## src/rtl/lightgun_pkg.sv

```systemverilog
// Shared types and widths for the two-player lightgun sensor scheduler.
package lightgun_pkg;

    localparam int unsigned HC_W = 10;
    localparam int unsigned VC_W = 9;

    typedef logic player_t;

    typedef enum logic [2:0] {
        IDLE,
        ARMED,
        SENSE,
        DONE,
        RLD
    } state_e;

    function automatic logic [1:0] player_mask(input player_t p);
        return p ? 2'b10 : 2'b01;
    endfunction

endpackage

```

## src/rtl/lightgun_trig_arb.sv

```systemverilog
// Trigger edge detect, pending flags and round-robin grant for two players.
module lightgun_trig_arb
    import lightgun_pkg::*;
(
    input  logic       CLK,
    input  logic       RESET_N,
    input  logic [1:0] trig,
    input  logic       grant_en_c,
    input  logic       busy,
    input  player_t    cur_g,
    output logic       gnt_c,
    output player_t    gnt_idx_c
);

    logic [1:0] trig_prev_q, trig_prev_d;
    logic [1:0] pend_q, pend_d;
    logic       rr_ptr_q, rr_ptr_d;
    logic [1:0] rise, drop, clr;

    always_comb begin
        rise        = trig & ~trig_prev_q;
        // A new pull from the player already being serviced is ignored.
        drop        = busy ? player_mask(cur_g) : 2'b00;
        gnt_c       = grant_en_c && (pend_q != 2'b00);
        gnt_idx_c   = (pend_q == 2'b11) ? rr_ptr_q : pend_q[1];
        clr         = gnt_c ? player_mask(gnt_idx_c) : 2'b00;
        pend_d      = (pend_q & ~clr) | (rise & ~drop);
        rr_ptr_d    = gnt_c ? ~gnt_idx_c : rr_ptr_q;
        trig_prev_d = trig;
    end

    always_ff @(posedge CLK) begin
        if (!RESET_N) begin
            trig_prev_q <= 2'b00;
            pend_q      <= 2'b00;
            rr_ptr_q    <= 1'b0;
        end else begin
            trig_prev_q <= trig_prev_d;
            pend_q      <= pend_d;
            rr_ptr_q    <= rr_ptr_d;
        end
    end

endmodule

```

## src/rtl/lightgun_sensor_sched.sv

```systemverilog
// Per-frame scheduler: grants one lightgun per frame, raises SENSOR inside its aim window or RELOAD when offscreen.
module lightgun_sensor_sched
    import lightgun_pkg::*;
#(
    parameter int unsigned SENSOR_PIX    = 16,
    parameter int unsigned SENSOR_LINES  = 2,
    parameter int unsigned RELOAD_FRAMES = 5
) (
    input  logic            CLK,
    input  logic            RESET_N,
    input  logic            CE_PIX,
    input  logic            VDE,
    input  logic [HC_W-1:0] H_COUNT,
    input  logic [VC_W-1:0] V_COUNT,
    input  logic [1:0]      TRIG,
    input  logic [HC_W-1:0] X0,
    input  logic [HC_W-1:0] X1,
    input  logic [VC_W-1:0] Y0,
    input  logic [VC_W-1:0] Y1,
    input  logic [1:0]      OFFSCREEN,
    output logic [1:0]      SENSOR,
    output logic [1:0]      TRIG_OUT,
    output logic [1:0]      RELOAD,
    output logic            BUSY
);

    state_e          state_q, state_d;
    player_t         g_q, g_d;
    logic [HC_W-1:0] x_q, x_d;
    logic [VC_W-1:0] y_q, y_d;
    logic [3:0]      rld_cnt_q, rld_cnt_d;
    logic            vde_prev_q, vde_prev_d;
    logic [1:0]      sensor_q, sensor_d;
    logic [1:0]      trig_out_q, trig_out_d;
    logic [1:0]      reload_q, reload_d;
    logic            busy_q, busy_d;

    logic            fs_c, vfall_c, in_win_c, below_c, grant_en_c, start_c;
    logic            gnt_c;
    player_t         gnt_idx_c;
    logic [HC_W:0]   xe_c;
    logic [VC_W:0]   ye_c;
    logic [HC_W-1:0] sel_x_c;
    logic [VC_W-1:0] sel_y_c;
    logic            sel_off_c;

    lightgun_trig_arb u_arb (
        .CLK        (CLK),
        .RESET_N    (RESET_N),
        .trig       (TRIG),
        .grant_en_c (grant_en_c),
        .busy       (busy_q),
        .cur_g      (g_q),
        .gnt_c      (gnt_c),
        .gnt_idx_c  (gnt_idx_c)
    );

    // Frame edges and window compare; bounds are one bit wider so they never wrap.
    always_comb begin
        fs_c       = CE_PIX && VDE && !vde_prev_q;
        vfall_c    = CE_PIX && !VDE && vde_prev_q;
        vde_prev_d = CE_PIX ? VDE : vde_prev_q;
        xe_c       = {1'b0, x_q} + (HC_W+1)'(SENSOR_PIX - 1);
        ye_c       = {1'b0, y_q} + (VC_W+1)'(SENSOR_LINES - 1);
        in_win_c   = VDE && (H_COUNT >= x_q) && ({1'b0, H_COUNT} <= xe_c)
                         && (V_COUNT >= y_q) && ({1'b0, V_COUNT} <= ye_c);
        below_c    = {1'b0, V_COUNT} > ye_c;
        grant_en_c = fs_c && ((state_q == IDLE) || (state_q == DONE));
        sel_x_c    = gnt_idx_c ? X1 : X0;
        sel_y_c    = gnt_idx_c ? Y1 : Y0;
        sel_off_c  = gnt_idx_c ? OFFSCREEN[1] : OFFSCREEN[0];
    end

    always_comb begin
        state_d   = state_q;
        g_d       = g_q;
        x_d       = x_q;
        y_d       = y_q;
        rld_cnt_d = rld_cnt_q;
        start_c   = 1'b0;

        case (state_q)
            IDLE:  if (gnt_c) start_c = 1'b1;
            ARMED: begin
                if (vfall_c)                 state_d = DONE;
                else if (CE_PIX && in_win_c) state_d = SENSE;
            end
            SENSE: if (vfall_c || (CE_PIX && below_c)) state_d = DONE;
            DONE: begin
                if (fs_c) begin
                    if (gnt_c) start_c = 1'b1;
                    else       state_d = IDLE;
                end
            end
            RLD: begin
                if (fs_c) begin
                    if (rld_cnt_q <= 4'd1) begin
                        state_d   = IDLE;
                        rld_cnt_d = 4'd0;
                    end else begin
                        rld_cnt_d = rld_cnt_q - 4'd1;
                    end
                end
            end
            default: state_d = IDLE;
        endcase

        // Aim and offscreen are captured once at grant and held for the frame.
        if (start_c) begin
            g_d = gnt_idx_c;
            x_d = sel_x_c;
            y_d = sel_y_c;
            if (sel_off_c) begin
                state_d   = RLD;
                rld_cnt_d = 4'(RELOAD_FRAMES);
            end else begin
                state_d   = ARMED;
            end
        end

        sensor_d = sensor_q;
        if (CE_PIX) begin
            sensor_d = (((state_q == ARMED) || (state_q == SENSE)) && in_win_c)
                       ? player_mask(g_q) : 2'b00;
        end
        trig_out_d = (state_d != IDLE) ? player_mask(g_d) : 2'b00;
        reload_d   = (state_d == RLD)  ? player_mask(g_d) : 2'b00;
        busy_d     = (state_d != IDLE);
    end

    always_ff @(posedge CLK) begin
        if (!RESET_N) begin
            state_q    <= IDLE;
            g_q        <= 1'b0;
            x_q        <= '0;
            y_q        <= '0;
            rld_cnt_q  <= 4'd0;
            vde_prev_q <= 1'b0;
            sensor_q   <= 2'b00;
            trig_out_q <= 2'b00;
            reload_q   <= 2'b00;
            busy_q     <= 1'b0;
        end else begin
            state_q    <= state_d;
            g_q        <= g_d;
            x_q        <= x_d;
            y_q        <= y_d;
            rld_cnt_q  <= rld_cnt_d;
            vde_prev_q <= vde_prev_d;
            sensor_q   <= sensor_d;
            trig_out_q <= trig_out_d;
            reload_q   <= reload_d;
            busy_q     <= busy_d;
        end
    end

    assign SENSOR   = sensor_q;
    assign TRIG_OUT = trig_out_q;
    assign RELOAD   = reload_q;
    assign BUSY     = busy_q;

endmodule

```

## config.mk

```make
export PLATFORM = sky130hd
export DESIGN_NAME = lightgun_sensor_sched
export DESIGN_NICKNAME = d
export VERILOG_FILES = /design/src/rtl/lightgun_pkg.sv /design/src/rtl/lightgun_trig_arb.sv /design/src/rtl/lightgun_sensor_sched.sv
export SDC_FILE = /design/constraint.sdc
export NUM_CORES = 1
export LEC_CHECK = 0
export BUFFER_PORTS_ARGS = -buffer_cell sky130_fd_sc_hd__buf_2
export CAP_MARGIN = 25
export CORE_MARGIN = 3
export CORE_UTILIZATION = 50
export DETAILED_ROUTE_END_ITERATION = 8
export GPL_ROUTABILITY_DRIVEN = 1
export PLACE_DENSITY = 0.85
export SLEW_MARGIN = 20
export SYNTH_ARGS = -nofsm -noshare
export SYNTH_HDL_FRONTEND = slang
export SYNTH_SLANG_ARGS = --single-unit
export TNS_END_PERCENT = 30
```

## constraint.sdc

```tcl
create_clock -name CLK -period 7.9 [get_ports CLK]
set_input_delay 0.79 -clock CLK [delete_from_list [all_inputs] [get_ports CLK]]
set_output_delay 0.79 -clock CLK [all_outputs]
set_load 0.02 [all_outputs]
```

==> results.tsv, run 1 <==
stage	metric	value	unit
run_status	outcome	completed	
yosys	synth_compound_area_share	21.1	%
yosys	ys.flop_type	dfxtp_1	
placed_design	portBuffers	71	
finish	stdcell_area	3420	µm²
finish	multiInputGateArea	1920	µm²
detailed_routing	wl_met3	575	µm
run	max_cap_violations	0	
clock_tree	tritoncts	done	
grt	first_global_vias	2860	
yosys	synth_adder_area_share	18.3	%
detailed_routing	wl_per_cell	16.1	µm
timing	setup_viol	0	
grt	grt_use_total	24.7	%
timing	skew	0.00690	ns
finish	syn2layout_area_growth	19.3	%
yosys	seq_area_frac_synth	27.9	%
floorplanning	dieWidth	81.8	µm
yosys	netlist_area	2870	µm²
clock_tree	cts_resized	0	
critical_path	crit_required	8.10	ns
pwr	cellLeakagePower	0.00142	µW
yosys	yosysUniqueCellTypes	49	
finish	layout.nets	511	
critical_path	cp-start-kind	flip-flop	
clock_tree	clk_pin_slew	0.09	ns
yosys	synth_top_family_by_area	simple AND/OR/NAND/NOR gates	
finish	drive_gt1_share	22.2	%
detailed_routing	wl	7670	µm
clock_tree	h-tree-depth	2	
yosys	synthSimpleGateAreaFrac	21.5	%
clock_tree	ctsRootBufferMaster	clkbuf_8	
pwr	peakVddDrop	0.0991	mV
clock_tree	cts_buffers	5	
yosys	synth-seq-cells	40	
yosys	synth_xor_area_share	4.88	%
yosys	syn_area_per_cell	8.62	µm²
yosys	yosys_warnings	0	
yosys	synthMuxAreaShare	0.741	%
yosys	synth_common_cells	ha_1, dfxtp_1, inv_1, nor2b_1, a222oi_1	
floorplanning	start_util	53.8	%
grt	grt_max_degree	35	
detailed_routing	drc	0	
yosys	yosysTopAreaCell	dfxtp_1	
yosys	synth_top_area_share	27.9	%
floorplanning	die_y	81.8	µm
yosys	yosysMostFrequentCell	ha_1	
clock_tree	cts_sinks	40	
detailed_routing	dr.max_layer_used	met4	
detailed_routing	firstDrtPassIters	8	
clock_tree	cts_buffer_depth	2	
placed_design	gp_congestion	0.887	
detailed_routing	wl_met2	3800	µm
timing	finalMaxSlewViolations	0	
timing	tightestPinTransition	0.825	ns
grt	grt-ovfl-total	0	
yosys	syn-num-nets	440	
timing	setup_tns	0	ns
pwr	powerDensity	164	nW/µm²
yosys	ys_top_cells_by_area	dfxtp_1, ha_1, a222oi_1	
critical_path	cp.arrival	3.59	ns
clock_tree	holdBufCountCts	0	
clock_tree	clk_latency	0.31	ns
timing	period_minus_slack	3.39	ns
timing	max_freq	0.295	GHz
critical_path	endpoint_kind	flip-flop	
critical_path	path_max_fanout	4	
timing	max_slew_margin	45.0	%
detailed_routing	drt_iter0_markers	213	
placed_design	dp_hpwl	5780	µm
finish	fillers	463	
timing	rsz0062_at_grt	no	
detailed_routing	via_per_inst	5.97	
yosys	synth_edf_count	0	
clock_tree	postCtsSetupBuffers	0	
critical_path	critical_path_class	flip-flop to flip-flop	
grt	grt_antenna_before_repair	0	
detailed_routing	wl_met1	3170	µm
placed_design	placed_cell_area	3290	µm²
floorplanning	core-area	5340	µm²
finish	seq_area	801	µm²
worst_hold_path	min_path_type	flip-flop to flip-flop	
yosys	synthArstFlopShare	0	%
yosys	synthCells	333	
detailed_routing	ant_nets	0	
floorplanning	rows	26	
timing	finalCritPeriodShare	42.9	%
detailed_routing	route.vias.total	2835	
floorplanning	dieArea	6690	µm²
timing	hold_viol	0	
grt	grt_pass1_wl	12900	µm
floorplanning	num_io_pins	72	
finish	diodes	0	
-- through the flow --
step           hold slack (ns)  instances  setup slack (ns)  total power, µW  util [%]
2_1_floorplan            0.468        333              4.98              332         -
3_3_place_gp             0.473        465              4.73              378      61.7
3_5_place_dp             0.476        465              4.59              384      61.7
4_1_cts                  0.516        473              4.55              563      63.8
5_1_grt                  0.545        475              4.31              597      64.2
6_report                 0.506        475              4.51              562      64.2
-- final timing paths --
path                                 from   endpoint  slack, ns  cells after the start
worst min register to register  SENSOR[1]  SENSOR[1]       0.51                      2
worst max register to register     x_q[0]       BUSY       4.51                     14
worst max-delay path               x_q[0]       BUSY       4.51                     14
worst min-delay path            SENSOR[1]  SENSOR[1]       0.51                      2
-- registers in the layout (all words and copies together), names as in the netlist --
signal and flops:
x_q 10, y_q 9, rld_cnt_q 4, state_q 3, RELOAD 2, SENSOR 2
TRIG_OUT 2, u_arb.pend_q 2, u_arb.trig_prev_q 2, BUSY 1, g_q 1, u_arb.rr_ptr_q 1
vde_prev_q 1
-- placed cells by master, fill, tap and decap left out, drive strengths merged, types with 2 or more instances in the layout --
| master | netlist | routed |
|---|---|---|
| a2111oi | 4 | 4 |
| a211oi | 5 | 5 |
| a21boi | 3 | 3 |
| a21oi | 18 | 18 |
| a222oi | 19 | 19 |
| a41oi | 2 | 2 |
| and2 | 4 | 4 |
| and3 | 4 | 4 |
| buf | 0 | 73 |
| clkbuf | 10 | 6 |
| dfxtp | 40 | 40 |
| ha | 42 | 42 |
| inv | 32 | 33 |
| nand2 | 16 | 16 |
| nand2b | 5 | 5 |
| nand3 | 8 | 8 |
| nand3b | 3 | 3 |
| nand4 | 9 | 9 |
| nor2 | 16 | 16 |
| nor2b | 27 | 27 |
| nor3 | 11 | 11 |
| o21a | 3 | 3 |
| o21ai | 15 | 15 |
| o311ai | 2 | 2 |
| xnor2 | 15 | 15 |
-- critical path, stage by stage, from the launching register on --
cell and delay (ns):
dfxtp_1 0.38, inv_1 0.09, ha_1 0.23, and3_1 0.21, nor2_1 0.19, nand2_1 0.10, xnor2_1 0.13, ha_1 0.28
nand4_1 0.10, a21oi_1 0.17, nor2_1 0.07, a2111oi_1 0.55, nor4b_2 0.15, o31a_1 0.37, or2_1 0.24
-- power by group --
group	switching, µW	total, µW	internal, µW
Combinational	82.6	151	68.9
Clock	81.7	177	95.2
Sequential	16.4	233	217
-- per-layer routing --
layer | vias up | global-route usage [%]
li1 | 1376 | -
met1 | 1321 | 29.3
met2 | 125 | 44.2
met3 | 13 | 4.39
met4 | 0 | 8.64
met5 | - | 0
-- final cells by class --
class,count,share of cell area (%)
Clock buffer,5,2.01
Sequential cell,40,23.4
Inverter,32,3.51
Tap cell,70,2.56
Timing Repair Buffer,74,11.2
Clock inverter,3,1.35
Multi-Input combinational cell,251,56.0
-- cell families after synthesis --
family                     after synthesis
buffers and inverters                   42
and+or+nand+nor                        111
AOI/OAI and AO/OA                       80
adders and majority gates               42
xor gates and xnor gates                16
muxes                                    2
DFF                                     40
(Power assumes the default switching activity.)
==> run 2: changes to the inputs <==
CORE_UTILIZATION = 49   (was 50)
PLACE_DENSITY = 0.86   (was 0.85)
clock period = 2.8 ns   (was 7.9 ns; I/O delays follow)
==> run 2 against run 1 <==
  * The flow now finishes with violations (negative setup slack)
  * Sequential power grew to 2.8 times the previous value
  * Die area increased by 1.9%
  * Setup slack worse by 4.6 ns
  * Critical path depth shrank 1
  * Via count increased by 2.5%
  * Non-clock buffer count is 14 higher
  * Wire length rose by 5.0%
  * Clock skew up 0.0012 ns
==> results.tsv, run 2 (synthesized netlist as in run 1, its figures left out) <==
stage	metric	value	unit	change
critical_path	reg2reg_slack	-0.05	ns	-4.56 ns
floorplanning	core-area	5570	µm²	+4.5%
finish	final_common_cell	buf_2		
clock_tree	cts_buffer_depth	2		unchanged
clock_tree	tritoncts	done		
clock_tree	clk_pin_slew	0.09	ns	about the same
detailed_routing	ant_nets	0		unchanged
clock_tree	clk_latency	0.30	ns	about the same
finish	fillers	457		-1.3%
worst_hold_path	hp-start	TRIG[1]		
finish	final_cell_mix	buf_2, ha_1, dfxtp_1		
finish	drive_gt1_share	29.6	%	+7.4 points
finish	layout.nets	525		+2.7%
finish	diodes	0		unchanged
grt	grt_use_total	24.0	%	-0.68 points
detailed_routing	wl_per_cell	16.4	µm	+1.6%
run_status	violations	negative setup slack		
pwr	p_sw_share	32.6	%	+0.41 points
critical_path	cp_top_family	compound AO/OA/AOI/OAI gates		
pwr	p_switching	534	µW	+200%
grt	first_global_vias	2727		-4.7%
finish	stdcell_area	3630	µm²	+6.1%
pwr	cellLeakagePower	0.00152	µW	+6.9%
pwr	power_frac_seq	40.3	%	-1.2 points
pwr	peakVddDrop	0.242	mV	+140%
critical_path	path_max_fanout	4		unchanged
detailed_routing	route.vias.total	2905		+2.5%
critical_path	cp-start-kind	flip-flop		
critical_path	endpoint_kind	flip-flop		
worst_hold_path	hold_end	u_arb.trig_prev_q[1]		
clock_tree	h-tree-depth	2		unchanged
critical_path	crit_buf_inv	2		+1
critical_path	critical_path.max_stage_delay	0.40	ns	-0.15 ns
critical_path	reg2reg_depth	13		-1
floorplanning	num_io_pins	72		unchanged
critical_path	worstPathCellList	inv_2 > ha_4 > and3_4 > buf_4 > xnor2_1 > ha_1 > nand4_1 > a21oi_2 > nor2_2 > a2111oi_4 > nor4b_4 > o31a_1 > or2_1		
timing	setup_tns	-0.0910	ns	-0.0910 ns
finish	regMostFlops	x_q		
worst_hold_path	hold_depth	2		unchanged
pwr	power.internal	1100	µW	+190%
finish	seq_area	807	µm²	+0.78%
pwr	power_frac_clock	30.4	%	-1.1 points
grt	grt-ovfl-total	0		unchanged
critical_path	cp.arrival	3.04	ns	-0.55 ns
timing	hold_viol	0		unchanged
timing	finalCritPeriodShare	102	%	+59 points
floorplanning	die_y	82.5	µm	+0.94%
timing	max_freq	0.351	GHz	+19%
grt	grt_pass1_wl	12600	µm	-1.9%
floorplanning	dieArea	6810	µm²	+1.9%
placed_design	pre_cts_ws	-0.204	ns	-4.79 ns
detailed_routing	drc	0		unchanged
finish	reg_top3	x_q x10, y_q x9, rld_cnt_q x4		
timing	skew	0.00814	ns	+0.00124 ns
timing	whs	0.196	ns	-0.310 ns
placed_design	placed_cell_area	3400	µm²	+3.5%
timing	max_slew_margin	64.1	%	+19 points
worst_hold_path	min_path_type	input pin to flip-flop		
clock_tree	cts_sinks	40		unchanged
detailed_routing	wl	8060	µm	+5.0%
timing	tightestPinTransition	0.539	ns	-0.285 ns
run_status	outcome	complete, but fails checks		
detailed_routing	drt_iter0_markers	198		-7.0%
clock_tree	ctsRootBufferMaster	clkbuf_8		
critical_path	crit_required	3.00	ns	-5.10 ns
timing	period_minus_slack	2.85	ns	-0.542 ns
placed_design	dp_hpwl	6030	µm	+4.4%
detailed_routing	firstDrtPassIters	8		unchanged
placed_design	gp_congestion	0.916		+3.2%
floorplanning	rows	27		+3.8%
clock_tree	cts_buffers	5		unchanged
floorplanning	dieWidth	82.5	µm	+0.94%
critical_path	critical_path_class	flip-flop to flip-flop		
finish	largest_reg_flops	10		unchanged
timing	rsz0062_at_grt	yes		
grt	grt_antenna_before_repair	0		unchanged
run	max_cap_violations	0		unchanged
pwr	p_comb_share	29.4	%	+2.4 points
timing	setup_viol	3		+3
finish	syn2layout_area_growth	26.5	%	
detailed_routing	via_per_inst	5.92		-0.87%
floorplanning	start_util	51.5	%	-2.3 points
pwr	powerDensity	451	nW/µm²	+170%
grt	grt_max_degree	35		unchanged
critical_path	rr_endpoint	BUSY		
timing	setup_ws	-0.0473	ns	-4.56 ns
finish	multiInputGateArea	2020	µm²	+5.1%
timing	finalMaxSlewViolations	0		unchanged
critical_path	cp_slowest_cell	a2111oi_4		
finish	fin_util	65.2	%	+0.97 points
critical_path	r2r_start	x_q[1]		
placed_design	portBuffers	71		unchanged
run 2: cell types whose count changed in the layout (fill, tap and decap cells not counted), sizes merged:
| cell | previous run | this run |
|---|---|---|
| clkbuf | 6 | 5 |
| clkinv | 0 | 2 |
| clkinvlp | 1 | 0 |
| buf | 73 | 88 |
| inv | 33 | 32 |
run 2: power by group through the flow:
stage / logic (µW) / registers [µW] / clock network (µW)
finish: 481 / 659 / 497
global route: 531 / 665 / 530
CTS: 459 / 655 / 503
detailed placement: 439 / 666 / 0
global placement: 418 / 666 / 0
floorplan: 268 / 671 / 0
run 2: how the worst max path moves through the flow:
stage | startpoint | end | slack, ns | cells past startpoint
floorplan | x_q[0] | TRIG_OUT[1] | -0.02 | 14
global placement | x_q[0] | TRIG_OUT[1] | -0.05 | 14
detailed placement | x_q[0] | TRIG_OUT[0] | -0.20 | 14
CTS | x_q[1] | TRIG_OUT[1] | -0.06 | 14
global route | x_q[1] | BUSY | -0.16 | 14
finish | x_q[1] | BUSY | -0.05 | 13
run 2: per-layer routing:
metal  vias to the layer above  wire length [µm]  global-route usage, %
met3                        18               552                   4.34
met1                      1378              3330                   29.2
met5                         -                 0                      0
li1                       1403                 -                      -
met4                         0               149                   7.68
met2                       106              4030                   42.5
run 2: area by class of cell:
| cell class | count | share of cell area (%) |
|---|---|---|
| Timing Repair Buffer | 88 | 13.3 |
| Clock buffer | 5 | 1.89 |
| Sequential cell | 40 | 22.2 |
| Inverter | 32 | 3.31 |
| Clock inverter | 3 | 1.31 |
| Multi-Input combinational cell | 251 | 55.5 |
| Tap cell | 72 | 2.48 |
run 2: what timing repair did:
action	4_1_cts	5_1_grt
pin swaps	15	14
gates resized for setup	16	10
endpoints found under the setup margin	6	6
hold buffers	0	0
setup buffers	2	0
gates cloned	0	0
run 2: worst reg2reg max path: stages, from the launching register on:
cell       delay, ns
dfxtp_2         0.34
inv_2           0.05
ha_4            0.15
and3_4          0.15
buf_4           0.13
xnor2_1         0.13
ha_1            0.33
nand4_1         0.18
a21oi_2         0.20
nor2_2          0.08
a2111oi_4       0.40
nor4b_4         0.10
o31a_1          0.29
or2_1           0.21
run 2: per-stage QoR:
step,power [µW],std cells
2_1_floorplan,940,333
3_3_place_gp,1080,481
3_5_place_dp,1110,481
4_1_cts,1620,491
5_1_grt,1730,491
6_report,1640,491
==> run 3: changes to the inputs <==
==> constraint.sdc (replaced) <==
create_clock -name CLK -period 2.8 [get_ports CLK]
set_input_delay 0.56 -clock CLK [delete_from_list [all_inputs] [get_ports CLK]]
set_output_delay 0.56 -clock CLK [all_outputs]
set_load 0.02 [all_outputs]
==> run 3 against run 2 <==
  * The flow still finishes with violations (negative setup slack)
  * Global-route usage up 1.9 points
  * Critical path type unchanged
  * Clock skew down 0.0024 ns
  * Clock power up 2%
  * Sequential share of layout area down 0.21 points
  * Maximum frequency down 1.4%
  * Largest cell class unchanged
  * Final cell count up 1.0%
  * First-iteration DRC count up 12%
  * Register-to-register slack worse by 0.04 ns
  * Critical endpoint unchanged
  * Critical path depth up 1
==> results.tsv, run 3 (synthesized netlist as in run 1, its figures left out) <==
stage	metric	value	unit	change
critical_path	cp-start-kind	flip-flop		
finish	drive_gt1_share	30.2	%	+0.59 points
run_status	violations	negative setup slack		
grt	grt_max_degree	35		unchanged
placed_design	gp_congestion	0.951		+3.9%
finish	instances_no_fill	496		+1.0%
clock_tree	h-tree-depth	2		unchanged
detailed_routing	drt_iter0_markers	221		+12%
floorplanning	rows	27		unchanged
clock_tree	cts_sinks	40		unchanged
worst_hold_path	min_path_type	input pin to flip-flop		
run	max_cap_violations	0		unchanged
run_status	outcome	complete, but fails checks		
detailed_routing	route.vias.total	2972		+2.3%
timing	rsz0062_at_grt	yes		
finish	layout.nets	530		+0.95%
placed_design	placed_cell_area	3420	µm²	+0.44%
finish	fillers	448		-2.0%
finish	regMostFlops	x_q		
grt	first_global_vias	3039		+11%
detailed_routing	firstDrtPassIters	5		-3
finish	seq_area	807	µm²	unchanged
floorplanning	num_io_pins	72		unchanged
critical_path	r2r_start	x_q[1]		
grt	grt_antenna_before_repair	0		unchanged
detailed_routing	via_per_inst	5.99		+1.3%
clock_tree	cts_buffer_depth	2		unchanged
timing	setup_ws	-0.0869	ns	-0.0396 ns
clock_tree	tritoncts	done		
timing	max_slew_margin	61.6	%	-2.5 points
floorplanning	start_util	51.5	%	unchanged
critical_path	path_max_fanout	4		unchanged
clock_tree	clk_latency	0.31	ns	about the same
finish	largest_reg_flops	10		unchanged
placed_design	dp_hpwl	6240	µm	+3.4%
placed_design	portBuffers	71		unchanged
finish	multiInputGateArea	2010	µm²	-0.12%
timing	period_minus_slack	2.89	ns	+0.0396 ns
timing	setup_viol	5		+2
critical_path	endpoint_kind	flip-flop		
finish	stdcell_area	3670	µm²	+0.96%
worst_hold_path	hp-start	TRIG[0]		
finish	syn2layout_area_growth	27.8	%	
critical_path	cp.arrival	3.09	ns	+0.05 ns
timing	setup_tns	-0.206	ns	-0.115 ns
floorplanning	dieArea	6810	µm²	unchanged
timing	skew	0.00577	ns	-0.00237 ns
timing	finalMaxSlewViolations	0		unchanged
timing	finalCritPeriodShare	103	%	+1.4 points
clock_tree	holdBufCountCts	0		unchanged
pwr	cellLeakagePower	0.00154	µW	+1.5%
clock_tree	cts_buffers	5		unchanged
timing	tightestPinTransition	0.576	ns	+0.0367 ns
critical_path	setup.worst_path.start	x_q[1]		
finish	reg_top3	x_q x10, y_q x9, rld_cnt_q x4		
grt	grt-ovfl-total	0		unchanged
detailed_routing	wl	8440	µm	+4.7%
finish	final_common_cell	buf_2		
clock_tree	clk_pin_slew	0.09	ns	about the same
grt	grt_pass1_wl	13600	µm	+7.8%
timing	max_freq	0.346	GHz	-1.4%
timing	whs	0.482	ns	+0.286 ns
detailed_routing	wl_per_cell	17.0	µm	+3.7%
grt	grt_use_total	25.9	%	+1.9 points
pwr	total_power	1660	µW	+1.2%
floorplanning	die_y	82.5	µm	unchanged
finish	diodes	0		unchanged
detailed_routing	drc	0		unchanged
placed_design	dp.cells	483		+0.42%
floorplanning	core-area	5570	µm²	unchanged
timing	hold_viol	0		unchanged
pwr	peakVddDrop	0.439	mV	+82%
pwr	powerDensity	452	nW/µm²	+0.22%
floorplanning	dieWidth	82.5	µm	unchanged
critical_path	critical_path_class	flip-flop to flip-flop		
detailed_routing	ant_nets	0		unchanged
critical_path	crit_required	3.00	ns	about the same
finish	final_cell_mix	buf_2, ha_1, dfxtp_1		
clock_tree	ctsRootBufferMaster	clkbuf_8		
-- run 3: critical path, cell delays in order, from the launching register on --
cell and delay (ns):
dfxtp_2 0.34, inv_2 0.05, ha_4 0.15, and3_4 0.15
nor2_4 0.09, nand2_1 0.07, xnor2_1 0.14, ha_1 0.30
nand4_1 0.16, a21oi_2 0.15, nor2_2 0.06, a2111oi_4 0.47
nor4b_4 0.10, o31a_1 0.30, or2_1 0.22
-- run 3: worst paths after layout --
| kind | to | slack [ns] | depth (start not counted) |
|---|---|---|---|
| setup reg to reg | BUSY | -0.09 | 14 |
| hold reg to reg | rld_cnt_q[1] | 0.53 | 2 |
| setup / recovery | BUSY | -0.09 | 14 |
| hold / removal | u_arb.trig_prev_q[0] | 0.48 | 2 |
-- run 3: cell type report --
class,instances,area share (%)
multi-input cells,251,54.9
flip-flops and latches,40,22.0
repair buffers,93,14.2
inverters,32,3.28
well taps,72,2.46
clock buffers,5,1.88
clock inverters,3,1.30
-- run 3: metrics by stage --
step	utilization, %	setup WS (ns)
after floorplan	-	-0.0198
after global placement	61.3	-0.0612
after detailed placement	61.3	-0.265
after CTS	65.0	-0.0774
after global routing	65.8	-0.275
final	65.8	-0.0869
-- run 3: timing repair --
item                                    CTS  global route
buffers inserted                          4             2
cloned                                    0             0
endpoints found under the setup margin    6             6
resized for setup                        17             8
pin swaps                                16            10
-- run 3: routing by layer --
| metal | part of all wire, % | routed length, µm | up-vias | global-route usage, % |
|---|---|---|---|---|
| met5 | 0 | 0 | - | 0 |
| met3 | 8.3 | 702 | 27 | 5.53 |
| met4 | 2.5 | 214 | 0 | 12.4 |
| met2 | 50 | 4260 | 159 | 46.3 |
| li1 | - | - | 1411 | - |
| met1 | 39 | 3270 | 1375 | 28.8 |
-- run 3: power breakdown --
part / switching (µW) / total [µW] / leakage (µW) / internal [µW]
Clock: 238 / 507 / 0.0000583 / 269
Combinational: 264 / 491 / 0.00116 / 228
Sequential: 45.8 / 658 / 0.000328 / 612
